$ cat src/rtl/bcd_timer_scan_pkg.sv
// Shared definitions for the MM:SS BCD timer with multiplexed seven-segment scan.
package bcd_timer_scan_pkg;

    // Active-low segment patterns {a,b,c,d,e,f,g,dp}, dp off.
    localparam logic [7:0] SSD_0    = 8'h03;
    localparam logic [7:0] SSD_1    = 8'h9F;
    localparam logic [7:0] SSD_2    = 8'h25;
    localparam logic [7:0] SSD_3    = 8'h0D;
    localparam logic [7:0] SSD_4    = 8'h99;
    localparam logic [7:0] SSD_5    = 8'h49;
    localparam logic [7:0] SSD_6    = 8'h41;
    localparam logic [7:0] SSD_7    = 8'h1F;
    localparam logic [7:0] SSD_8    = 8'h01;
    localparam logic [7:0] SSD_9    = 8'h09;
    localparam logic [7:0] SSD_DASH = 8'hFD;
    localparam logic [7:0] SSD_OFF  = 8'hFF;

    // Active-low digit enables, digit 0 is sec_lo.
    localparam logic [3:0] EN_D0 = 4'b1110;
    localparam logic [3:0] EN_D1 = 4'b1101;
    localparam logic [3:0] EN_D2 = 4'b1011;
    localparam logic [3:0] EN_D3 = 4'b0111;

    typedef enum logic [1:0] {
        ST_IDLE  = 2'd0,
        ST_RUN   = 2'd1,
        ST_PAUSE = 2'd2,
        ST_DONE  = 2'd3
    } state_e;

    // Same packing as the preset input: {min_hi, min_lo, sec_hi, sec_lo}.
    typedef struct packed {
        logic [3:0] min_hi;
        logic [3:0] min_lo;
        logic [3:0] sec_hi;
        logic [3:0] sec_lo;
    } bcd_time_t;

    localparam bcd_time_t TIME_ZERO = 16'h0000;
    localparam bcd_time_t TIME_ONE  = 16'h0001;

    // Force every digit into its legal range: lo digits 0-9, hi digits 0-5.
    function automatic bcd_time_t clamp_time(input logic [15:0] p);
        bcd_time_t r;
        r.min_hi = (p[15:12] > 4'd5) ? 4'd5 : p[15:12];
        r.min_lo = (p[11:8]  > 4'd9) ? 4'd9 : p[11:8];
        r.sec_hi = (p[7:4]   > 4'd5) ? 4'd5 : p[7:4];
        r.sec_lo = (p[3:0]   > 4'd9) ? 4'd9 : p[3:0];
        return r;
    endfunction

    // Ripple increment; 59:59 wraps to 00:00.
    function automatic bcd_time_t bcd_inc(input bcd_time_t t);
        bcd_time_t r = t;
        if (t.sec_lo != 4'd9) begin
            r.sec_lo = t.sec_lo + 4'd1;
        end else begin
            r.sec_lo = 4'd0;
            if (t.sec_hi != 4'd5) begin
                r.sec_hi = t.sec_hi + 4'd1;
            end else begin
                r.sec_hi = 4'd0;
                if (t.min_lo != 4'd9) begin
                    r.min_lo = t.min_lo + 4'd1;
                end else begin
                    r.min_lo = 4'd0;
                    r.min_hi = (t.min_hi == 4'd5) ? 4'd0 : t.min_hi + 4'd1;
                end
            end
        end
        return r;
    endfunction

    // Ripple decrement; callers never decrement 00:00.
    function automatic bcd_time_t bcd_dec(input bcd_time_t t);
        bcd_time_t r = t;
        if (t.sec_lo != 4'd0) begin
            r.sec_lo = t.sec_lo - 4'd1;
        end else begin
            r.sec_lo = 4'd9;
            if (t.sec_hi != 4'd0) begin
                r.sec_hi = t.sec_hi - 4'd1;
            end else begin
                r.sec_hi = 4'd5;
                if (t.min_lo != 4'd0) begin
                    r.min_lo = t.min_lo - 4'd1;
                end else begin
                    r.min_lo = 4'd9;
                    r.min_hi = (t.min_hi == 4'd0) ? 4'd5 : t.min_hi - 4'd1;
                end
            end
        end
        return r;
    endfunction

endpackage

$ cat src/rtl/bcd_timer_scan_bcd2ssd.sv
// Combinational BCD to active-low seven-segment decoder with decimal-point pass-through.
module bcd2ssd
    import bcd_timer_scan_pkg::*;
(
    input  logic [3:0] bcd_i,
    input  logic       dp_i,
    output logic [7:0] seg_o
);

    logic [7:0] pattern;

    // Digit lookup; anything outside 0-9 shows a dash.
    always_comb begin
        // NOTE: every always_comb output gets a default first so no path can infer a latch.
        pattern = SSD_DASH;
        case (bcd_i)
            4'd0:    pattern = SSD_0;
            4'd1:    pattern = SSD_1;
            4'd2:    pattern = SSD_2;
            4'd3:    pattern = SSD_3;
            4'd4:    pattern = SSD_4;
            4'd5:    pattern = SSD_5;
            4'd6:    pattern = SSD_6;
            4'd7:    pattern = SSD_7;
            4'd8:    pattern = SSD_8;
            4'd9:    pattern = SSD_9;
            default: pattern = SSD_DASH;
        endcase
    end

    // dp is active low on the pin, so a lit point clears bit 0.
    assign seg_o = {pattern[7:1], pattern[0] & ~dp_i};

endmodule

$ cat src/rtl/bcd_timer_scan.sv
// MM:SS BCD stopwatch / countdown timer driving a 4-digit scanned seven-segment display.
module bcd_timer_scan
    import bcd_timer_scan_pkg::*;
#(
    parameter int SEG_W = 8,
    parameter int DIG_N = 4
) (
    input  logic             clk,
    input  logic             rst,
    input  logic             clk_div,
    input  logic [1:0]       clk_ctl,
    input  logic             start_stop,
    input  logic             clear,
    input  logic             down,
    input  logic [15:0]      preset,
    output logic [SEG_W-1:0] ssd,
    output logic [DIG_N-1:0] ssd_ctl,
    output logic             running,
    output logic             done
);

    state_e     state_q, state_d;
    bcd_time_t  count_q, count_d;
    logic       mode_q, mode_d;
    logic       clk_div_q;
    logic       tick;

    logic [3:0] digit_sel;
    logic [3:0] en_sel;
    logic       dp_sel;
    logic [7:0] seg_dec;

    // Resetting the divider history to 1 keeps a high clk_div at release from looking like an edge.
    assign tick = clk_div & ~clk_div_q;

    // Control and count registers.
    always_ff @(posedge clk or posedge rst) begin
        if (rst) begin
            state_q   <= ST_IDLE;
            count_q   <= TIME_ZERO;
            mode_q    <= 1'b0;
            clk_div_q <= 1'b1;
            running   <= 1'b0;
            done      <= 1'b0;
        end else begin
            // NOTE: non-blocking assignments make every flop sample pre-edge values, whatever the statement order.
            state_q   <= state_d;
            count_q   <= count_d;
            mode_q    <= mode_d;
            clk_div_q <= clk_div;
            running   <= (state_d == ST_RUN);
            done      <= (state_d == ST_DONE);
        end
    end

    // Next state and count: clear beats start_stop, start_stop beats tick.
    always_comb begin
        state_d = state_q;
        count_d = count_q;
        mode_d  = mode_q;
        if (clear) begin
            state_d = ST_IDLE;
            mode_d  = down;
            count_d = down ? clamp_time(preset) : TIME_ZERO;
        end else begin
            case (state_q)
                ST_IDLE: begin
                    if (start_stop) begin
                        mode_d  = down;
                        state_d = (down && count_q == TIME_ZERO) ? ST_DONE : ST_RUN;
                    end
                end
                ST_RUN: begin
                    if (start_stop) begin
                        state_d = ST_PAUSE;
                    end else if (tick) begin
                        if (!mode_q) begin
                            count_d = bcd_inc(count_q);
                        end else if (count_q == TIME_ONE || count_q == TIME_ZERO) begin
                            count_d = TIME_ZERO;
                            state_d = ST_DONE;
                        end else begin
                            count_d = bcd_dec(count_q);
                        end
                    end
                end
                ST_PAUSE: begin
                    if (start_stop) state_d = ST_RUN;
                end
                ST_DONE: begin
                    count_d = TIME_ZERO;
                end
            endcase
        end
    end

    // Digit mux driven by the divider's scan select; the colon rides on min_lo's dp.
    always_comb begin
        digit_sel = count_q.sec_lo;
        en_sel    = EN_D0;
        dp_sel    = 1'b0;
        case (clk_ctl)
            2'd0: begin digit_sel = count_q.sec_lo; en_sel = EN_D0; end
            2'd1: begin digit_sel = count_q.sec_hi; en_sel = EN_D1; end
            2'd2: begin digit_sel = count_q.min_lo; en_sel = EN_D2; dp_sel = 1'b1; end
            2'd3: begin digit_sel = count_q.min_hi; en_sel = EN_D3; end
        endcase
    end

    bcd2ssd u_bcd2ssd (
        .bcd_i (digit_sel),
        .dp_i  (dp_sel),
        .seg_o (seg_dec)
    );

    // Registered display outputs; DONE blanks the segments during the low half of clk_div.
    always_ff @(posedge clk or posedge rst) begin
        if (rst) begin
            ssd     <= SSD_OFF;
            ssd_ctl <= 4'hF;
        end else begin
            ssd     <= (state_q == ST_DONE && !clk_div) ? SSD_OFF : seg_dec;
            ssd_ctl <= en_sel;
        end
    end

endmodule

$ cat config.mk
export PLATFORM = sky130hd
export DESIGN_NAME = bcd_timer_scan
export DESIGN_NICKNAME = d
export VERILOG_FILES = /design/src/rtl/bcd_timer_scan_pkg.sv /design/src/rtl/bcd_timer_scan_bcd2ssd.sv /design/src/rtl/bcd_timer_scan.sv
export SDC_FILE = /design/constraint.sdc
export NUM_CORES = 1
export LEC_CHECK = 0
export ABC_AREA = 1
export ABC_CLOCK_PERIOD_IN_PS = 2100
export BUFFER_PORTS_ARGS = -buffer_cell sky130_fd_sc_hd__buf_2
export CAP_MARGIN = 20
export CORE_MARGIN = 10
export CORE_UTILIZATION = 49
export CTS_BUF_LIST = sky130_fd_sc_hd__clkbuf_8 sky130_fd_sc_hd__clkbuf_16
export CTS_CLUSTER_SIZE = 8
export DETAILED_ROUTE_END_ITERATION = 10
export PLACE_DENSITY = 0.7
export SLEW_MARGIN = 5
export SYNTH_ARGS = -nofsm -noshare
export SYNTH_HDL_FRONTEND = slang
export SYNTH_SLANG_ARGS = --single-unit
$ cat constraint.sdc
create_clock -name clk -period 2.1 [get_ports clk]
set_input_delay 0.42 -clock clk [delete_from_list [all_inputs] [get_ports clk]]
set_output_delay 0.42 -clock clk [all_outputs]
set_load 0.02 [all_outputs]
# Word level (Yosys, flattened, before mapping)
# Memories as Yosys holds them, arrays and structs flattened.
# Cells that the tools add are included.
dict set report totals {
  reg_bits 34
  romBits 112
  out_inout_bits 14
  word_cells 109
  memories 1
}
dict set report op_classes {
  add_sub_neg 8
  magnitude_cmp 4
  eq_ne 21
  mux 41
  bitwise_logic 4
  n_reduce_logical 19
}
# memory depth width read_ports rd_clocked_by_memory_dff wr line
set mem_list {}
lappend mem_list {{(no name shown)} 16 7 1 0 0 bcd_timer_scan_bcd2ssd.sv:16} ;# case (bcd_i)
# operator n
set ops {}
lappend ops {{16-bit two-way mux} 6}
lappend ops {{4-bit two-way mux} 14}
lappend ops {{16-bit one-hot mux with 2 select lines} 1}
lappend ops {{4-bit one-hot mux with 4 select lines} 2}
lappend ops {{12-bit two-way mux} 2}
lappend ops {{8-bit two-way mux} 3}
lappend ops {{4-bit != test, second input constant} 5}
lappend ops {{4-bit by 1-bit adder with 4-bit output, second input constant} 4}
lappend ops {{16-bit by 1-bit == test with 1-bit output, second input constant} 1}
lappend ops {{16-bit zero test} 1}
lappend ops {{2-bit two-way mux} 8}
lappend ops {{4-bit by 1-bit subtractor with 4-bit output, second input constant} 4}
lappend ops {{5-bit != test, second input constant} 3}
lappend ops {{4-bit nonzero test} 3}
lappend ops {{2-bit == test, second input constant} 5}
lappend ops {{9-bit AND reduction} 1}
lappend ops {{4-bit by 3-bit greater-than comparator with 1-bit output, second input constant} 2}
lappend ops {{4-bit greater-than comparator, second input constant} 2}
lappend ops {{7-bit AND reduction} 1}
lappend ops {{2-bit by 1-bit == test with 1-bit output, second input constant} 3}
lappend ops {{3-bit != test, second input constant} 2}
lappend ops {{2-bit one-hot mux with 3 select lines} 1}
lappend ops {{5-bit AND reduction} 1}
lappend ops {{4-bit by 3-bit == test with 1-bit output, second input constant} 1}
lappend ops {{14 further kinds} 21}

# Logic depth before layout (Yosys ltp)
dict set report depth {
  ltp_word 11
  depth_mapped 11
  mapped_depth_nobuf 11
}

# Modules after synthesis
# Synthesis repeated with hierarchy kept, for this count alone.
dict set report hier_totals {
  cells_unflattened 405
  hier_area_um2 2791.4
}
# module instances cells_per_inst area_per_inst_um2 seq_area_each_um2
set by_module_without_submodules {}
lappend by_module_without_submodules {bcd_timer_scan 1 369 2601.2 867.1}
lappend by_module_without_submodules {bcd2ssd 1 36 190.2 0.0}

# Least setup slack after synthesis
# Ideal clock, no wire load.
dict set report synth_path {
  path_kind {input-to-reg}
  startpoint {input clk_ctl[0]}
  endpoint {register ssd[4]}
  setup_ns 0.090
  t_arrival_ns 1.518
  t_required_ns 2.010
  slack_ns 0.491
  path_stages 10
  path_cell_list {inv_2 nand2_1 o21ai_0 nand2_1 nand2_1 inv_1 ha_1 nand3b_1 nand3_1 nand3_1}
}
dict set report synth_between {
  elab_chain_cells 4
  elab_cells_between_ends 7
}
# item line
set synth_rtl {}
lappend synth_rtl {{from (decl)} bcd_timer_scan.sv:11} ;# input logic [1:0] clk_ctl,
lappend synth_rtl {{2-bit == test, or another cell as far along} bcd_timer_scan.sv:102} ;# case (clk_ctl)
lappend synth_rtl {{4-bit one-hot mux with 4 select lines (*)} bcd_timer_scan.sv:102}
lappend synth_rtl {{memory read 16 x 7 bit (*)} n/a}
lappend synth_rtl {{8-bit two-way mux (*)} bcd_timer_scan.sv:122} ;# ssd <= (state_q == ST_DONE && !clk_div) ? SSD_OFF : seg_dec;
lappend synth_rtl {{to (signal assigned)} bcd_timer_scan.sv:122}
lappend synth_rtl {{to (decl)} bcd_timer_scan.sv:16} ;# output logic [SEG_W-1:0] ssd,
# Mark *: on every way between the ends. The rest lies on a longest branch, timed or not.
# A chain may end at the register's enable or synchronous reset.

# Worst setup path after layout
dict set report layout_path {
  startpoint {register count_q[13] (netlist bit)}
  endpoint {register count_q[14] (netlist bit)}
}
dict set report layout_between {
  elab_chain_cells 11
  elab_cells_between_ends 25
}
# item line
set layout_rtl {}
lappend layout_rtl {{from (decl)} bcd_timer_scan.sv:23} ;# bcd_time_t count_q, count_d;
lappend layout_rtl {{from (signal assigned)} bcd_timer_scan.sv:48} ;# count_q <= count_d;
lappend layout_rtl {{4-bit by 1-bit subtractor with 4-bit output or 4-bit zero test (tied branches)} bcd_timer_scan_pkg.sv:89} ;# r.min_hi = (t.min_hi == 4'd0) ? 4'd5 : t.min_hi - 4'd1;
lappend layout_rtl {{4-bit two-way mux} bcd_timer_scan_pkg.sv:89}
lappend layout_rtl {{4-bit two-way mux} bcd_timer_scan_pkg.sv:85} ;# if (t.min_lo != 4'd0) begin
lappend layout_rtl {{8-bit two-way mux} bcd_timer_scan_pkg.sv:81} ;# if (t.sec_hi != 4'd0) begin
lappend layout_rtl {{12-bit two-way mux} bcd_timer_scan_pkg.sv:77} ;# if (t.sec_lo != 4'd0) begin
lappend layout_rtl {{16-bit two-way mux} bcd_timer_scan.sv:79} ;# end else if (count_q == TIME_ONE || count_q == TIME_ZERO) begin
lappend layout_rtl {{16-bit two-way mux} bcd_timer_scan.sv:77} ;# if (!mode_q) begin
lappend layout_rtl {{16-bit two-way mux} bcd_timer_scan.sv:76} ;# end else if (tick) begin
lappend layout_rtl {{16-bit two-way mux} bcd_timer_scan.sv:74} ;# if (start_stop) begin
lappend layout_rtl {{16-bit one-hot mux with 2 select lines} bcd_timer_scan.sv:66} ;# case (state_q)
lappend layout_rtl {{16-bit two-way mux} bcd_timer_scan.sv:61} ;# if (clear) begin
# Parallel ways exist; a longest one is shown, timed or not. The select of a mux whose other input is x is not followed.

==> results.toml <==
[final_layout]
utilization = 0.592
final_common_cell = "nand2_1"
diodes = 0
final_area_sq_mm = 0.00308
fin_cells = 512
layout_common_cells = "118 x nand2_1, 45 x nand3_1, 37 x buf_2"
nets = 480
areaGrowthSynthToFinish_pct = 14.4
drive_gt1_frac = 0.240

[setup_path]
max_stage_delay_ns = 0.41
path_cells = "inv_1 -> ha_1 -> nand2_1 -> nor2_2 -> nand2_2 -> nand2_4 -> nand4_1 -> nand2_1 -> nand2_1"
path_delay_family = "simple AND/OR/NAND/NOR gates"
critPathKind = "reg -> reg"
path_depth = 9
cp-end-kind = "flip-flop"
worstPathArrival_ns = 2.01
rr_worst_depth = 9
slowest_stage = "dfrtp_1"
critPathRequiredTime_ns = 2.27
rrSetupSlack_ns = 0.26
worst-path-max-fanout = 5
worstSetupStartpointType = "flip-flop"
path_common_cell = "nand2_1"
crit_buf_inv = 1

[placement]
dp_hpwl_microns = 5330
place_inst = 504
placed_area_sq_mm = 0.00300
place.port_buffers = 37
place.gp.congestion = 0.899

[logic_synthesis]
postSynth.topFlopCell = "dfrtp_1"
synth.largest_area_cell = "dfrtp_1"
synth-edff-count = 0
syn-mean-instance-area_sq_um = 6.84
synth_async_sr_flop_share = 1.00
ys_seq_area_frac = 0.322
ys_ff_latch = 34
synth_area_sq_mm = 0.00269
synth_nets = 433
synthDistinctLibCells = 37
yosys_warnings = 0
synth.top_cell.area_share = 0.195
ys_top_cells_by_area = "dfrtp_1 20%, nand2_1 16%, dfstp_2 13%"
synthCells = 394

[global_route]
grt-busiest-layer = "met2"
grt_remaining_overflow = 0
grt_util_all_layers = 0.163
antenna_found_initial = 0
use_met3 = 0.0408
grt_max_degree = 35
grt_use_met1 = 0.199
grt_first_pass_wirelength_microns = 11700
use_met2 = 0.267
grt_pass1_vias = 2590

[floorplanning]
ios = 38
fp.dieW_microns = 94.1
rows = 26
initial_utilization = 0.518
die_h_microns = 94.1
dieArea_sq_mm = 0.00886
design.core.area_sq_mm = 0.00520

[clocking]
cts_tree = "yes"
htreeDepth = 2
clk_path_buf_depth = 2
root_buffer = "clkbuf_8"
cts_resized = 0
postCtsSetupRepairBufs = 0
clock-sinks = 34
clkTransAtPathRegs_ns = 0.08
insertion_delay_ns = 0.29
cts_hold_buf = 0
cts_made_buffers = 5

[timing]
hold_viol = 0
fmax_ghz = 0.543
min_period_ns = 1.84
setup_viol = 0
report.final.slew_viol_count = 0
post-route-period-util = 0.876
relSlewSlack = 0.693
setup-tns-final_ns = 0
worst_slew_pin_slew_ns = 0.461
rsz0062_at_grt = "no"
fin_skew_ns = 0.0130

[routing]
drc = 0
routed_via_density = 5.21
post_drt_wl_per_cell_microns = 13.1
vias = 2666
drtIter0Drc = 129
detail-route-antenna-nets = 0
drt-total-wl_microns = 6730
dr.pass1.iters = 5

[pwr]
ir_drop_uv = 527
power.density_mw_per_mm2 = 944
leakage_nw = 1.62

[min_path]
hold_path_class = "in -> async"

[flow_run]
maxCapViolCount = 0

[outcome]
status = "finished clean"
power breakdown:
group	total [mW]	internal, mW	switching, mW
Combinational	1.44	0.535	0.907
Sequential	1.00	0.848	0.155
Clock	0.463	0.225	0.238
Total	2.91	1.61	1.30
routing by layer:
metal	vias to the layer above	wire [microns]	share of wire
li1	1376	-	-
met1	1199	3040	0.45
met2	80	3070	0.46
met3	11	486	0.072
met4	0	126	0.019
met5	-	0	0
cell type report:
| class | instances | area, sq um |
|---|---|---|
| clock inverter | 3 | 13.8 |
| fill | 516 | 2120 |
| tap | 70 | 87.6 |
| timing repair buffer | 45 | 245 |
| clock buffer | 5 | 68.8 |
| multi-input combinational | 307 | 1620 |
| inverter | 48 | 183 |
| sequential | 34 | 867 |
synth_stat cells (7+ instances only):
cell / instances
a21oi_1: 20
dfrtp_1: 21
dfstp_2: 13
ha_1: 15
inv_1: 33
inv_2: 13
nand2_1: 118
nand2_2: 7
nand3_1: 45
nor2_1: 32
o21ai_0: 28
worst min-delay path: stages:
cell   delay (ns)
buf_2        0.09
inv_1        0.04
buf_4        0.38
flip-flops by register name (all words and copies together), names as in the netlist:
signal and count:
running 1, ssd 8, done 1, count_q 16, mode_q 1, clk_div_q 1
ssd_ctl 4, state_q 2
path summary, 6_finish.rpt:
check / startpoint / endpoint
setup / recovery: count_q[13]$_DFFE_PP0P_ / count_q[14]$_DFFE_PP0P_
hold / removal: rst / mode_q$_DFFE_PP0P_
setup reg to reg: count_q[13]$_DFFE_PP0P_ / count_q[14]$_DFFE_PP0P_
hold reg to reg: count_q[13]$_DFFE_PP0P_ / count_q[13]$_DFFE_PP0P_
max in group asynchronous: rst / ssd[3]$_DFF_PP1_
min in group clk: clk_div / clk_div_q$_DFF_PP1_
stage by stage:
step	hold slack, ns	power, mW	setup WS, ns
2_1_floorplan	0.424	2.06	0.491
3_3_place_gp	0.525	2.42	0.194
3_5_place_dp	0.525	2.45	0.139
4_1_cts	0.227	2.93	0.277
5_1_grt	0.221	3.19	0.0598
6_report	0.211	2.91	0.259
kinds of logic (layout without fill, tap and decap cells):
family                     Yosys count  after routing  synth area share
adders and majority gates           15             15            0.0697
xor gates and xnor gates             1              1           0.00325
DFF                                 34             34             0.322
and+or+nand+nor                    230            230             0.402
buffers and inverters               53            101            0.0785
AOI/OAI and AO/OA                   61             61             0.124
(Power assumes the default switching activity.)
